**src/rtl/multdiv_unit.sv**
```systemverilog
// rtl/multdiv_unit.sv - iterative radix-2 multiply / restoring divide unit
//
// Purpose: shift-add multiplier and restoring divider sharing one IDLE/RUN/DONE
// sequencer. An operation takes WIDTH iterations plus one finalize cycle.
// Ports:
//   clock          - rising-edge clock
//   reset          - synchronous active-high reset
//   data_operandA  - multiplicand / dividend (latched at start)
//   data_operandB  - multiplier / divisor (latched at start)
//   ctrl_MULT      - multiply start pulse (wins over ctrl_DIV)
//   ctrl_DIV       - divide start pulse
//   data_result    - low product word or quotient
//   data_remainder - remainder after divide, 0 after multiply
//   data_exception - overflow / divide-by-zero flag
//   data_resultRDY - one-cycle completion pulse (the DONE state)
//   busy           - operation in progress (the RUN state)
module multdiv_unit #(
    parameter int WIDTH       = 32,
    parameter bit SIGNED_MODE = 1'b1
) (
    input  logic             clock,
    input  logic             reset,
    input  logic [WIDTH-1:0] data_operandA,
    input  logic [WIDTH-1:0] data_operandB,
    input  logic             ctrl_MULT,
    input  logic             ctrl_DIV,
    output logic [WIDTH-1:0] data_result,
    output logic [WIDTH-1:0] data_remainder,
    output logic             data_exception,
    output logic             data_resultRDY,
    output logic             busy
);

    localparam int              CW   = $clog2(WIDTH + 1);
    localparam logic [CW-1:0]   LAST = CW'(WIDTH);
    localparam logic [WIDTH-1:0] MOST_NEG = {1'b1, {(WIDTH-1){1'b0}}};

    typedef enum logic [1:0] {S_IDLE, S_RUN, S_DONE} state_t;

    state_t r_state, w_next;

    logic [CW-1:0]      r_cnt;
    logic               r_is_div;
    logic               r_neg_q;     // quotient / product sign
    logic               r_neg_r;     // remainder sign follows dividend
    logic [WIDTH-1:0]   r_opa, r_opb;
    logic [WIDTH-1:0]   r_mplier;
    logic [2*WIDTH-1:0] r_mcand;
    logic [2*WIDTH-1:0] r_prod;
    logic [WIDTH-1:0]   r_quo;
    logic [WIDTH-1:0]   r_rem;
    logic [WIDTH-1:0]   r_dsor;
    logic [WIDTH-1:0]   r_result, r_remainder;
    logic               r_exception;

    logic               w_start, w_last;
    logic               w_a_neg, w_b_neg;
    logic [WIDTH-1:0]   w_a_mag, w_b_mag;
    logic [WIDTH:0]     w_div_shift, w_div_diff;
    logic [2*WIDTH-1:0] w_prod_full;
    logic [WIDTH:0]     w_prod_top;
    logic               w_mul_exc;
    logic [WIDTH-1:0]   w_fin_res, w_fin_rem;
    logic               w_fin_exc;

    assign w_start = ctrl_MULT | ctrl_DIV;
    assign w_last  = (r_state == S_RUN) && (r_cnt == LAST);

    // Operate on magnitudes; the most-negative value maps to 2^(WIDTH-1),
    // which is still correct when read as unsigned.
    assign w_a_neg = SIGNED_MODE && data_operandA[WIDTH-1];
    assign w_b_neg = SIGNED_MODE && data_operandB[WIDTH-1];
    assign w_a_mag = w_a_neg ? -data_operandA : data_operandA;
    assign w_b_mag = w_b_neg ? -data_operandB : data_operandB;

    // Restoring divide step: shift next dividend bit into the partial
    // remainder and subtract when it does not borrow.
    assign w_div_shift = {r_rem, r_quo[WIDTH-1]};
    assign w_div_diff  = w_div_shift - {1'b0, r_dsor};

    always_ff @(posedge clock) begin
        if (reset) r_state <= S_IDLE;
        else       r_state <= w_next;
    end

    always_comb begin
        w_next = r_state;
        if (w_start) begin
            w_next = S_RUN;
        end else begin
            case (r_state)
                S_RUN:   if (w_last) w_next = S_DONE;
                S_DONE:  w_next = S_IDLE;
                default: w_next = S_IDLE;
            endcase
        end
    end

    // Final sign correction and exception detection.
    always_comb begin
        w_prod_full = r_neg_q ? -r_prod : r_prod;
        w_prod_top  = w_prod_full[2*WIDTH-1:WIDTH-1];
        if (SIGNED_MODE) w_mul_exc = !((&w_prod_top) || !(|w_prod_top));
        else             w_mul_exc = |r_prod[2*WIDTH-1:WIDTH];
        w_fin_res = w_prod_full[WIDTH-1:0];
        w_fin_rem = '0;
        w_fin_exc = w_mul_exc;
        if (r_is_div) begin
            if (r_opb == '0) begin
                w_fin_res = '0;
                w_fin_rem = r_opa;
                w_fin_exc = 1'b1;
            end else begin
                // most-negative / -1 already yields most-negative, rem 0.
                w_fin_res = r_neg_q ? -r_quo : r_quo;
                w_fin_rem = r_neg_r ? -r_rem : r_rem;
                w_fin_exc = SIGNED_MODE && (r_opa == MOST_NEG) && (&r_opb);
            end
        end
    end

    always_ff @(posedge clock) begin
        if (reset) begin
            r_cnt       <= '0;
            r_is_div    <= 1'b0;
            r_neg_q     <= 1'b0;
            r_neg_r     <= 1'b0;
            r_opa       <= '0;
            r_opb       <= '0;
            r_mplier    <= '0;
            r_mcand     <= '0;
            r_prod      <= '0;
            r_quo       <= '0;
            r_rem       <= '0;
            r_dsor      <= '0;
            r_result    <= '0;
            r_remainder <= '0;
            r_exception <= 1'b0;
        end else if (w_start) begin
            r_cnt    <= '0;
            r_is_div <= !ctrl_MULT;
            r_neg_q  <= w_a_neg ^ w_b_neg;
            r_neg_r  <= w_a_neg;
            r_opa    <= data_operandA;
            r_opb    <= data_operandB;
            r_mplier <= w_b_mag;
            r_mcand  <= {{WIDTH{1'b0}}, w_a_mag};
            r_prod   <= '0;
            r_quo    <= w_a_mag;
            r_rem    <= '0;
            r_dsor   <= w_b_mag;
        end else if (r_state == S_RUN) begin
            if (w_last) begin
                r_result    <= w_fin_res;
                r_remainder <= w_fin_rem;
                r_exception <= w_fin_exc;
            end else begin
                // Both datapaths step every cycle; only one result is used.
                r_cnt    <= r_cnt + CW'(1);
                if (r_mplier[0]) r_prod <= r_prod + r_mcand;
                r_mcand  <= r_mcand << 1;
                r_mplier <= r_mplier >> 1;
                if (!w_div_diff[WIDTH]) begin
                    r_rem <= w_div_diff[WIDTH-1:0];
                    r_quo <= {r_quo[WIDTH-2:0], 1'b1};
                end else begin
                    r_rem <= w_div_shift[WIDTH-1:0];
                    r_quo <= {r_quo[WIDTH-2:0], 1'b0};
                end
            end
        end
    end

    assign data_result    = r_result;
    assign data_remainder = r_remainder;
    assign data_exception = r_exception;
    assign data_resultRDY = (r_state == S_DONE);
    assign busy           = (r_state == S_RUN);

endmodule

```
**config.mk**
```make
export PLATFORM = sky130hd
export DESIGN_NAME = multdiv_unit
export DESIGN_NICKNAME = d
export VERILOG_FILES = /design/src/rtl/multdiv_unit.sv
export SDC_FILE = /design/constraint.sdc
export NUM_CORES = 1
export LEC_CHECK = 0
export BUFFER_PORTS_ARGS = -buffer_cell sky130_fd_sc_hd__buf_4
export CELL_PAD_IN_SITES_DETAIL_PLACEMENT = 1
export CELL_PAD_IN_SITES_GLOBAL_PLACEMENT = 1
export CORE_MARGIN = 10
export CORE_UTILIZATION = 35
export CTS_CLUSTER_SIZE = 40
export DETAILED_ROUTE_END_ITERATION = 12
export PLACE_DENSITY_LB_ADDON = 0.1
export SYNTH_ARGS = -nofsm -noshare
export SYNTH_HDL_FRONTEND = slang
export SYNTH_SLANG_ARGS = --single-unit
```
**constraint.sdc**
```tcl
create_clock -name clock -period 5.6 [get_ports clock]
set_input_delay 0.56 -clock clock [delete_from_list [all_inputs] [get_ports clock]]
set_output_delay 0.56 -clock clock [all_outputs]
set_load 0.03 [all_outputs]
```
# == After elaboration in Yosys (flattened, before gate mapping) ==
# Index checks and enable logic that the tools add are counted.
# op_classes
addsub,8
n_reduce_logical,17
muxes,25
n_eq_ne,6
bitwise_logic,5
# op_table
op,n
$mux W32,18
$neg A32 Y32,4
$add A64 B64 Y64,1
$mux W64,1
$neg A64 Y64,1
$reduce_and A33 Y1,1
$reduce_or A33 Y1,1
$sub A33 B32 Y33,1
$eq A32 B32 Y1 const B,1
$logic_not A32 Y1,1
$reduce_and A32 Y1,1
$add A6 B1 Y6 const B,1
$eq A6 B6 Y1 const B,1
$mux W1,6
$reduce_and A3 Y1,2
$reduce_and A2 Y1,2
$logic_not A1 Y1,3
$ne A3 B1 Y1 const B,1
$not A1 Y1,3
$reduce_or A3 Y1,1
$eq A2 B1 Y1 const B,1
$eq A2 B2 Y1 const B,1
$logic_and A1 B1 Y1,2
$ne A2 B2 Y1 const B,1
other kinds (5),5
# totals
register_bits,396
input_bits,68
out_inout_bits,67
word_cells,79

# == Longest topological paths before layout ==
# Gate-level depths: netlist of the first run.
# depth
ltp_word,7
ltp_mapped,15

# == Worst setup path after synthesis of the first run ==
# OpenSTA, ideal clock, no wires.
# synth_path
path_type,input -> register
startpoint,in data_operandA[6]
endpoint,reg r_mcand[29]
setup_time_ns,0.134
cell_stages,11
t_required_ns,5.466
path_slack_ns,1.814
arrival_time_ns,3.652
cell_sequence,or4_1 -> nor4_2 -> nand3_1 -> or3b_1 -> or4_1 -> or4_1 -> or3_1 -> o31ai_2 -> xor2_1 -> a21oi_1 -> a21boi_0
# synth_between
elab_chain_cells,3
# synth_lines
item,line_no,source
from (decl),23,"input logic [WIDTH-1:0] data_operandA,"
$neg A32 Y32,73,assign w_a_mag = w_a_neg ? -data_operandA : data_operandA;
$mux W32,73,
$mux W32,139,end else if (w_start) begin
to (signal assigned),147,"r_mcand <= {{WIDTH{1'b0}}, w_a_mag};"
to (signal assigned),161,r_mcand <= r_mcand << 1;
to (decl),48,logic [2*WIDTH-1:0] r_mcand;
# Every way passes these cells.
# A chain may end at the register's enable or synchronous reset.

# == Worst setup path in the final report of the first run ==
# layout_path
startpoint,reg r_quo[31]
endpoint,reg r_rem[13]
# layout_between
elab_chain_cells,2
# layout_lines
item,line_no,source
from (decl),50,logic [WIDTH-1:0] r_quo;
from (signal assigned),149,r_quo <= w_a_mag;
from (signal assigned),165,"r_quo <= {r_quo[WIDTH-2:0], 1'b1};"
from (signal assigned),168,"r_quo <= {r_quo[WIDTH-2:0], 1'b0};"
$sub A33 B32 Y33,79,"assign w_div_diff = w_div_shift - {1'b0, r_dsor};"
$mux W32,163,if (!w_div_diff[WIDTH]) begin
to (signal assigned),164,r_rem <= w_div_diff[WIDTH-1:0];
to (signal assigned),167,r_rem <= w_div_shift[WIDTH-1:0];
to (decl),51,logic [WIDTH-1:0] r_rem;
# Every way passes these cells.

==> results of run 1 <==
-- registers in the layout (all words and copies together) (netlist names), 32 cells and up --
signal	cells
r_opb	32
data_remainder	32
r_prod	64
data_result	32
r_mcand	64
r_mplier	32
r_quo	32
r_rem	32
-- cell families after synthesis --
family | after synthesis
AO/OA/AOI/OAI | 987
XOR/XNOR | 259
adder cells (fa/ha/maj) | 104
buffers and inverters | 285
flip-flops | 394
multiplexers | 66
AND/OR/NAND/NOR | 1107
-- power by group through the flow --
stage	registers, mW	clock network, mW	logic, mW
2_1_floorplan	3.06	0	0.786
3_3_place_gp	3.11	0	1.14
3_5_place_dp	3.11	0	1.16
4_1_cts	3.05	3.48	1.17
5_1_grt	3.07	3.60	1.29
6_report	3.05	3.40	1.17
-- worst max path at each step --
stage / depth (start not counted) / from / to
global placement: 12 / data_operandA[6] / r_quo[29]
CTS: 15 / r_quo[31] / r_rem[13]
detailed placement: 15 / r_quo[31] / r_rem[13]
finish: 15 / r_quo[31] / r_rem[13]
global route: 15 / r_quo[31] / r_rem[11]
floorplan: 11 / data_operandA[6] / r_mcand[29]
-- area by class of cell --
type,instances,area [µm²],area share
clock buffers,67,1420,0.0510
flip-flops and latches,394,7890,0.282
inverters,72,270,0.00967
diodes,1,2.50,0.0000896
repair buffers,163,1250,0.0448
well taps,940,1180,0.0421
multi-input cells,2523,15600,0.560
clock inverters,21,294,0.0105
-- metal layers --
| layer | wire length [µm] | vias up |
|---|---|---|
| met3 | 3770 | 136 |
| met5 | 23 | - |
| met4 | 3070 | 4 |
| li1 | - | 11500 |
| met1 | 44000 | 11800 |
| met2 | 45700 | 431 |
-- cells in the final DEF (no fill, tap or decap), drive strengths merged, types with 72 or more instances in the layout --
master,instances
a21boi,88
a21oi,335
buf,163
dfxtp,394
ha,102
inv,72
nand2,485
nor2,236
nor3,89
o21ai,181
xnor2,86
xor2,173
-- Yosys cell counts (13+ instances only) --
cell type	count
nand2b_1	18
o41ai_1	29
dfxtp_1	394
mux2i_1	66
nor4_1	38
or4_1	27
inv_1	72
o211ai_1	15
clkbuf_1	196
o31ai_1	57
or2_2	13
o21bai_1	15
o21ai_0	179
nor3_1	89
o221ai_1	35
a21boi_0	88
a21o_1	60
or3_1	28
nand4_1	46
xor2_1	173
a21oi_1	335
a31oi_1	27
ha_1	102
a22oi_1	38
nor2b_1	20
nor2_1	236
xnor2_1	86
nand2_1	485
a211oi_1	35
nand3_1	55
-- through the flow --
step | power (mW) | cell area, µm² | hold WS, ns
floorplan | 3.84 | 24500 | 0.432
global placement | 4.24 | 26200 | 0.442
detailed placement | 4.28 | 26200 | 0.453
CTS | 7.71 | 27900 | 0.152
global route | 7.96 | 27900 | 0.172
finish | 7.63 | 27900 | 0.184
==> impl_metrics.ini, run 1 <==
[routing]
vias = 23800
drt-initial-drc-count = 1544
drc = 0
routed_via_density = 5.70
ant_nets = 0
detail_route.first_pass.iterations = 6
wirelength_um = 96600
drt-wirelength-per-cell_um = 23.1

[clock_tree]
path_clk_slew_ns = 0.06
clockBufferDepth = 3
ctsHoldBuffers = 0
cts_buffers = 48
cts_num_sinks = 394
ctsResizeCount = 0
postCtsSetupBuffers = 0
clkLatencyLatePin_ns = 0.62
cts_root_buffer = clkbuf_16
cts_max_level = 2
cts_tree = built

[synth]
synth-edff-count = 0
synth_fa_ha_area_frac = 0.0536
yosys_warnings = 0
yosys.area.top_type = dfxtp_1
synth_top_family_by_area = compound AO/OA/AOI/OAI gates
yosysUniqueCellTypes = 74
ys.flop_type = dfxtp_1
postSynthCellCount = 3202
syn-num-nets = 3374
async_flop_share = 0
ys_ff_latch = 394
synthMuxAreaShare = 0.0269
yosysTopAreaCellShare = 0.321
synthTopCellsByArea = dfxtp_1 32%, nand2_1 7.4%, a21oi_1 6.8%, xor2_1 6.2%, ha_1 5.2%
synth_area_per_cell_um2 = 7.66
synth_compound_area_frac = 0.254
netlist_area_um2 = 24500
synthXorXnorAreaFrac = 0.0924
synth_simple_gate_area_frac = 0.207
seq_area_frac_synth = 0.321

[power]
p_sw_mw = 2.24
swShare = 0.293
p_leak_nw = 11.1
power.share.combinational = 0.153
seqPwrFrac = 0.401
power.internal_mw = 5.39
ir_drop_mv = 0.206
p_clk_frac = 0.446
pwr_density_cell_nw_per_um2 = 273

[grt]
grtUsageTotal = 0.229
overflow = 0
globalRouteMet3Util = 0.0325
grt_busiest_layer = met2
met1_usage = 0.294
grt_pass1_vias = 24600
grt_start_max_net_pins = 193
grt_util_met2 = 0.390
antenna_found_initial = 5
grt_pass1_wl_um = 149000

[die]
rows = 97
io_pins = 135
die_h_um = 285
core_area_um2 = 69800
initial_core_util = 0.352
dieArea_um2 = 81100
die_w_um = 285

[job]
maxCapViolations = 0

[placement]
post-place-ws_ns = 1.28
numPortBuffers = 134
dp_hpwl_um = 71700
numPlacedInstances = 4092
globalplace.congestion = 0.897

[critical_path]
worstPathCellList = inv_1, ha_1, fa_1, nor2b_1, o21a_1, o21ai_0, a221oi_1, a21oi_1, o211ai_1, a41o_1, xnor2_2, buf_4, nor2_1, a211oi_1, nor3_1
regToRegEndpoint = r_rem[13]
cp_data_arrival_time_ns = 4.78
r2r_cells = 15
cp_slowest_cell = a221oi_1
crit_type = register to register
critPathTopFamily = compound AO/OA/AOI/OAI gates
crit_buf_inv = 2
reg2reg_from = r_quo[31]
cp_max_fo = 37
crit_required_ns = 6.09
rrSetupSlack_ns = 1.31
end_kind = register
critPathMaxStageDelay_ns = 0.53
startpoint_type = register

[min_path]
hp-start = ctrl_MULT
min_path_type = input pin to register
hold_end = r_is_div
holdPathStages = 2

[timing]
slew_headroom = 0.106
hold_viol = 0
fin_tns_setup_ns = 0
fin_worst_skew_ns = 0.0375
grt_setup_unrepaired = false
setup_slack_ns = 1.31
setup_violations = 0
clock.fmax_mhz = 233
slew_violations = 0
post-route-period-util = 0.765
worstMarginPinSlew_ns = 1.34
fin_crit_ns = 4.29

[layout]
syn2layout_area_growth_pct = 13.9
finalNonFillerCells = 4181
fill_cells = 8448
fin_util = 0.400
final_nets = 3374
layout-drive-gt1-share = 0.0886

[status]
status = completed
Note: power is estimated with default switching activity, not from simulation.
==> inputs of run 2 (changes only) <==
clock period = 3.5 ns   (was 5.6 ns; I/O delays follow)
==> run 2 against run 1 <==
- the run now ends with negative setup slack left
- cell area grew 11%
- critical path depth down 4
- worst hold slack worse by 0.15 ns
- total power rose by 62%
- largest cell class unchanged
==> impl_metrics.ini, run 2 (synthesized netlist as in run 1, its figures left out) <==
[routing]
drt-initial-drc-count = 1204
drc = 0
vias = 25300
routed_via_density = 5.60
drt-wirelength-per-cell_um = 22.8
ant_nets = 0
wirelength_um = 103000
detail_route.first_pass.iterations = 5

[layout]
layout_commonest_cell = nand2_1
finalNonFillerCells = 4519
post-route-cell-area_um2 = 31100
syn2layout_area_growth_pct = 26.8
layout-drive-gt1-share = 0.195
final_cell_mix = 484 x nand2_1, 478 x buf_4, 387 x dfxtp_1, 330 x a21oi_1, 228 x nor2_1
fin_util = 0.446
fill_cells = 8363
final_nets = 3710
reg_top3 = r_mcand x64, r_prod x64

[timing]
hold_viol = 0
clock.fmax_mhz = 280
setup_violations = 1
post-route-period-util = 1.02
fin_crit_ns = 3.57
fin_tns_setup_ns = -0.0738
whs_ns = 0.0294
setup_slack_ns = -0.0738
worstMarginPinSlew_ns = 1.16
fin_worst_skew_ns = 0.0464
grt_setup_unrepaired = true
slew_headroom = 0.230
slew_violations = 0

[power]
ir_drop_mv = 0.357
power.share.combinational = 0.184
p_clk_frac = 0.422
power.internal_mw = 8.60
power_mw = 12.3
pwr_density_cell_nw_per_um2 = 396
seqPwrFrac = 0.394
p_sw_mw = 3.72
swShare = 0.302
p_leak_nw = 12.9

[die]
io_pins = 135
rows = 97
die_h_um = 285
dieArea_um2 = 81100
core_area_um2 = 69800
initial_core_util = 0.352
die_w_um = 285

[min_path]
min_path_type = input pin to register
holdPathStages = 3

[placement]
numPortBuffers = 134
dp_hpwl_um = 77500
post-place-ws_ns = -0.351
globalplace.congestion = 0.925
place_area_um2 = 28700
numPlacedInstances = 4403

[job]
maxCapViolations = 0

[clock_tree]
path_clk_slew_ns = 0.06
cts_buffers = 48
clockBufferDepth = 3
cts_root_buffer = clkbuf_16
clkLatencyLatePin_ns = 0.63
cts_num_sinks = 394
cts_tree = built
cts_max_level = 2

[critical_path]
startpoint_type = register
crit_start = r_prod[38]
cp_data_arrival_time_ns = 4.03
crit_required_ns = 3.96
rrSetupSlack_ns = -0.07
crit_type = register to register
crit_path_end = data_exception
r2r_cells = 11
regToRegEndpoint = data_exception
reg2reg_from = r_prod[38]
cp_max_fo = 4
end_kind = register

[grt]
grt_pass1_wl_um = 156000
overflow = 0
antenna_found_initial = 2
grt_pass1_vias = 26400
grt_start_max_net_pins = 194
grtUsageTotal = 0.241

[status]
violations = negative setup slack
status = finished with violations
-- run 2: changes by cell type in the layout (fill, tap and decap cells not counted), moves of 9 or more --
cell      delta
a211oi_1    -12
a211oi_2    +11
buf_12       +9
buf_4      +318
o21ai_0     -10
-- run 2: power by group through the flow --
stage,logic [mW],registers [mW],clock network (mW)
finish,2.26,4.86,5.20
global route,2.46,4.87,5.49
CTS,2.20,4.85,5.33
detailed placement,2.14,4.95,0
global placement,2.08,4.94,0
floorplan,1.26,4.89,0
-- run 2: critical path: stages (launching register included) --
cell,delay (ns)
dfxtp_2,0.32
or4_4,0.53
or3_4,0.42
nor4_4,0.32
nand3_2,0.15
o31ai_2,0.23
xor2_1,0.25
nand4bb_1,0.15
a2111o_1,0.30
or4_1,0.51
a32oi_1,0.20
nor2_1,0.07
-- run 2: per-layer routing --
metal	wire, µm	GRT usage	vias up
met5	7	0	-
met4	3050	0.0738	2
met3	3280	0.0286	134
met2	50400	0.424	415
met1	46300	0.304	12600
li1	-	-	12100
-- run 2: what timing repair did --
action	in CTS	in global routing
buffers inserted	5	16
hold endpoints to repair	2	0
pin swaps	11	30
resized for setup	46	68
setup endpoints to repair	49	49
gates cloned	2	2
hold buffers	2	0
-- run 2: how the worst min path moves through the flow --
stage,startpoint,end
6_report,data_operandB[1],r_opb[1]
5_1_grt,data_operandB[11],r_opb[11]
4_1_cts,data_operandB[1],r_opb[1]
3_5_place_dp,r_dsor[31],r_dsor[31]
3_3_place_gp,r_mplier[31],r_mplier[31]
2_1_floorplan,ctrl_MULT,r_is_div
-- run 2: layout make-up --
cell class / count / area, µm² / share of cell area
Tap cell: 940 / 1180 / 0.0378
Timing Repair Buffer: 499 / 3940 / 0.127
Inverter: 72 / 270 / 0.00869
Sequential cell: 394 / 7900 / 0.254
Multi-Input combinational cell: 2523 / 16200 / 0.521
Antenna cell: 2 / 5.00 / 0.000161
Clock inverter: 22 / 262 / 0.00840
Clock buffer: 67 / 1350 / 0.0435
==> inputs of run 3 (changes only) <==
CORE_MARGIN = 1.5   (was 10)
==> run 3 against run 2 <==
- the flow still finishes with violations (negative setup slack)
- core utilization up 0.62 points
- die area down 12%
- cell area up 0.16%
- first-iteration DRC count up 14%
- sequential share of layout area about the same
- combinational power about the same
- clock power up 1%
- flip-flop and latch count unchanged
- total power up 0.62%
- critical path type unchanged
==> impl_metrics.ini, run 3 (synthesized netlist as in run 1, its figures left out) <==
[critical_path]
critPathTopFamily = simple AND/OR/NAND/NOR gates
cp_data_arrival_time_ns = 4.06
worstPathCellList = buf_4, nor4_4, nand4_1, buf_4, or3_4, or4_4, a21o_1, a2111o_1, or4_1, a32oi_1, nor2_1
crit_required_ns = 3.98
crit_type = register to register
cp_max_fo = 5
crit_buf_inv = 2
cp_slowest_cell = or4_4
end_kind = register
crit_path_frequent_cell = buf_4
startpoint_type = register
critPathMaxStageDelay_ns = 0.56

[power]
p_sw_mw = 3.69
p_leak_nw = 12.8
p_clk_frac = 0.424
power.share.combinational = 0.184
power.internal_mw = 8.71
pwr_density_cell_nw_per_um2 = 398
seqPwrFrac = 0.392
ir_drop_mv = 0.342
swShare = 0.297

[layout]
final_cell_mix = 480 x nand2_1, 431 x buf_4, 378 x dfxtp_1, 325 x a21oi_1, 223 x nor2_1
reg_top3 = r_mcand x64, r_prod x64
layout-drive-gt1-share = 0.200
n_antenna_cell = 0
finalNonFillerCells = 4474
final_nets = 3678
layout_commonest_cell = nand2_1
syn2layout_area_growth_pct = 27.0

[clock_tree]
clkLatencyLatePin_ns = 0.61
path_clk_slew_ns = 0.06
cts_num_sinks = 394
cts_buffers = 49
clockBufferDepth = 3
cts_tree = built
cts_root_buffer = clkbuf_16
cts_max_level = 2

[placement]
globalplace.congestion = 0.944
dp_hpwl_um = 73900
numPortBuffers = 134
post-place-ws_ns = -0.338
numPlacedInstances = 4355

[routing]
wl_met1_um = 44700
ant_nets = 0
vias = 25100
detail_route.first_pass.iterations = 5
dr_wl_met2_um = 46900
drc = 0
routed_via_density = 5.61
met3_length_um = 3740
wirelength_um = 98700
highest_layer = met5
drt-wirelength-per-cell_um = 22.1
drt-initial-drc-count = 1378

[status]
violations = negative setup slack
status = finished with violations

[timing]
grt_setup_unrepaired = true
fin_tns_setup_ns = -0.0847
clock.fmax_mhz = 279
slew_headroom = 0.452
whs_ns = 0.0342
fin_crit_ns = 3.58
hold_viol = 0
worstMarginPinSlew_ns = 0.823
post-route-period-util = 1.02
setup_violations = 1
setup_slack_ns = -0.0847
fin_worst_skew_ns = 0.0215
slew_violations = 0

[grt]
grt_start_max_net_pins = 123
overflow = 0
grt_pass1_wl_um = 151000
grtUsageTotal = 0.268
antenna_found_initial = 1
grt_pass1_vias = 25900

[die]
die_h_um = 268
rows = 96
initial_core_util = 0.356
die_w_um = 268
io_pins = 135
core_area_um2 = 68900
dieArea_um2 = 71700

[min_path]
min_path_type = input pin to register

[job]
maxCapViolations = 0
## run 3: cell count changes in the layout (fill, tap and decap cells not counted), moves of 7 or more
cell | before | now
dfxtp_1 | 387 | 378
a211oi_1 | 23 | 15
dlygate4sd3_1 | 2 | 10
buf_4 | 478 | 431
a211oi_2 | 11 | 20
dfxtp_2 | 7 | 16
buf_6 | 5 | 12
## run 3: power groups by stage
stage,Sequential (mW),Clock [mW],Combinational [mW]
after floorplan,4.89,0,1.26
after global placement,4.94,0,2.04
after detailed placement,4.95,0,2.09
after CTS,4.86,5.39,2.14
after global routing,4.88,5.56,2.49
final,4.86,5.25,2.28
## run 3: final cells by class
class	instances	area [µm²]
clock buffers	69	1410
clock inverters	19	233
fillers	8336	37800
inverters	72	270
multi-input cells	2523	16400
flip-flops and latches	394	7910
well taps	931	1160
repair buffers	466	3750
## run 3: worst register-to-register path: cells and delay by family (launching register included)
| kind | cells | cell delay [ns] |
|---|---|---|
| and+or+nand+nor | 6 | 2.03 |
| buffers and inverters | 2 | 0.37 |
| DFF | 1 | 0.32 |
| AOI/OAI and AO/OA | 3 | 0.74 |
## run 3: timing repair
item,CTS,global route
setup endpoints to repair,53,64
cloned,0,5
pin swaps,8,68
hold buffers,10,0
endpoints found under the hold margin,10,0
resized for setup,33,147
buffers inserted,4,13
## run 3: routing by layer
metal,global-route usage,vias up
met3,0.0313,148
met5,0,-
li1,-,12100
met1,0.351,12400
met4,0.0886,2
met2,0.457,474
## run 3: final timing paths
path | from | end | slack, ns | cells past startpoint
setup / recovery | r_prod[10] | data_exception | -0.08 | 11
hold / removal | data_operandA[20] | r_opa[20] | 0.03 | 3
setup reg to reg | r_prod[10] | data_exception | -0.08 | 11
hold reg to reg | r_mcand[42] | r_mcand[43] | 0.47 | 2
## run 3: per-stage QoR
step | utilization | area [µm²] | power (mW)
2_1_floorplan | - | 24600 | 6.15
3_3_place_gp | 0.411 | 28400 | 6.99
3_5_place_dp | 0.411 | 28400 | 7.04
4_1_cts | 0.439 | 30300 | 12.4
5_1_grt | 0.452 | 31200 | 12.9
6_report | 0.452 | 31200 | 12.4
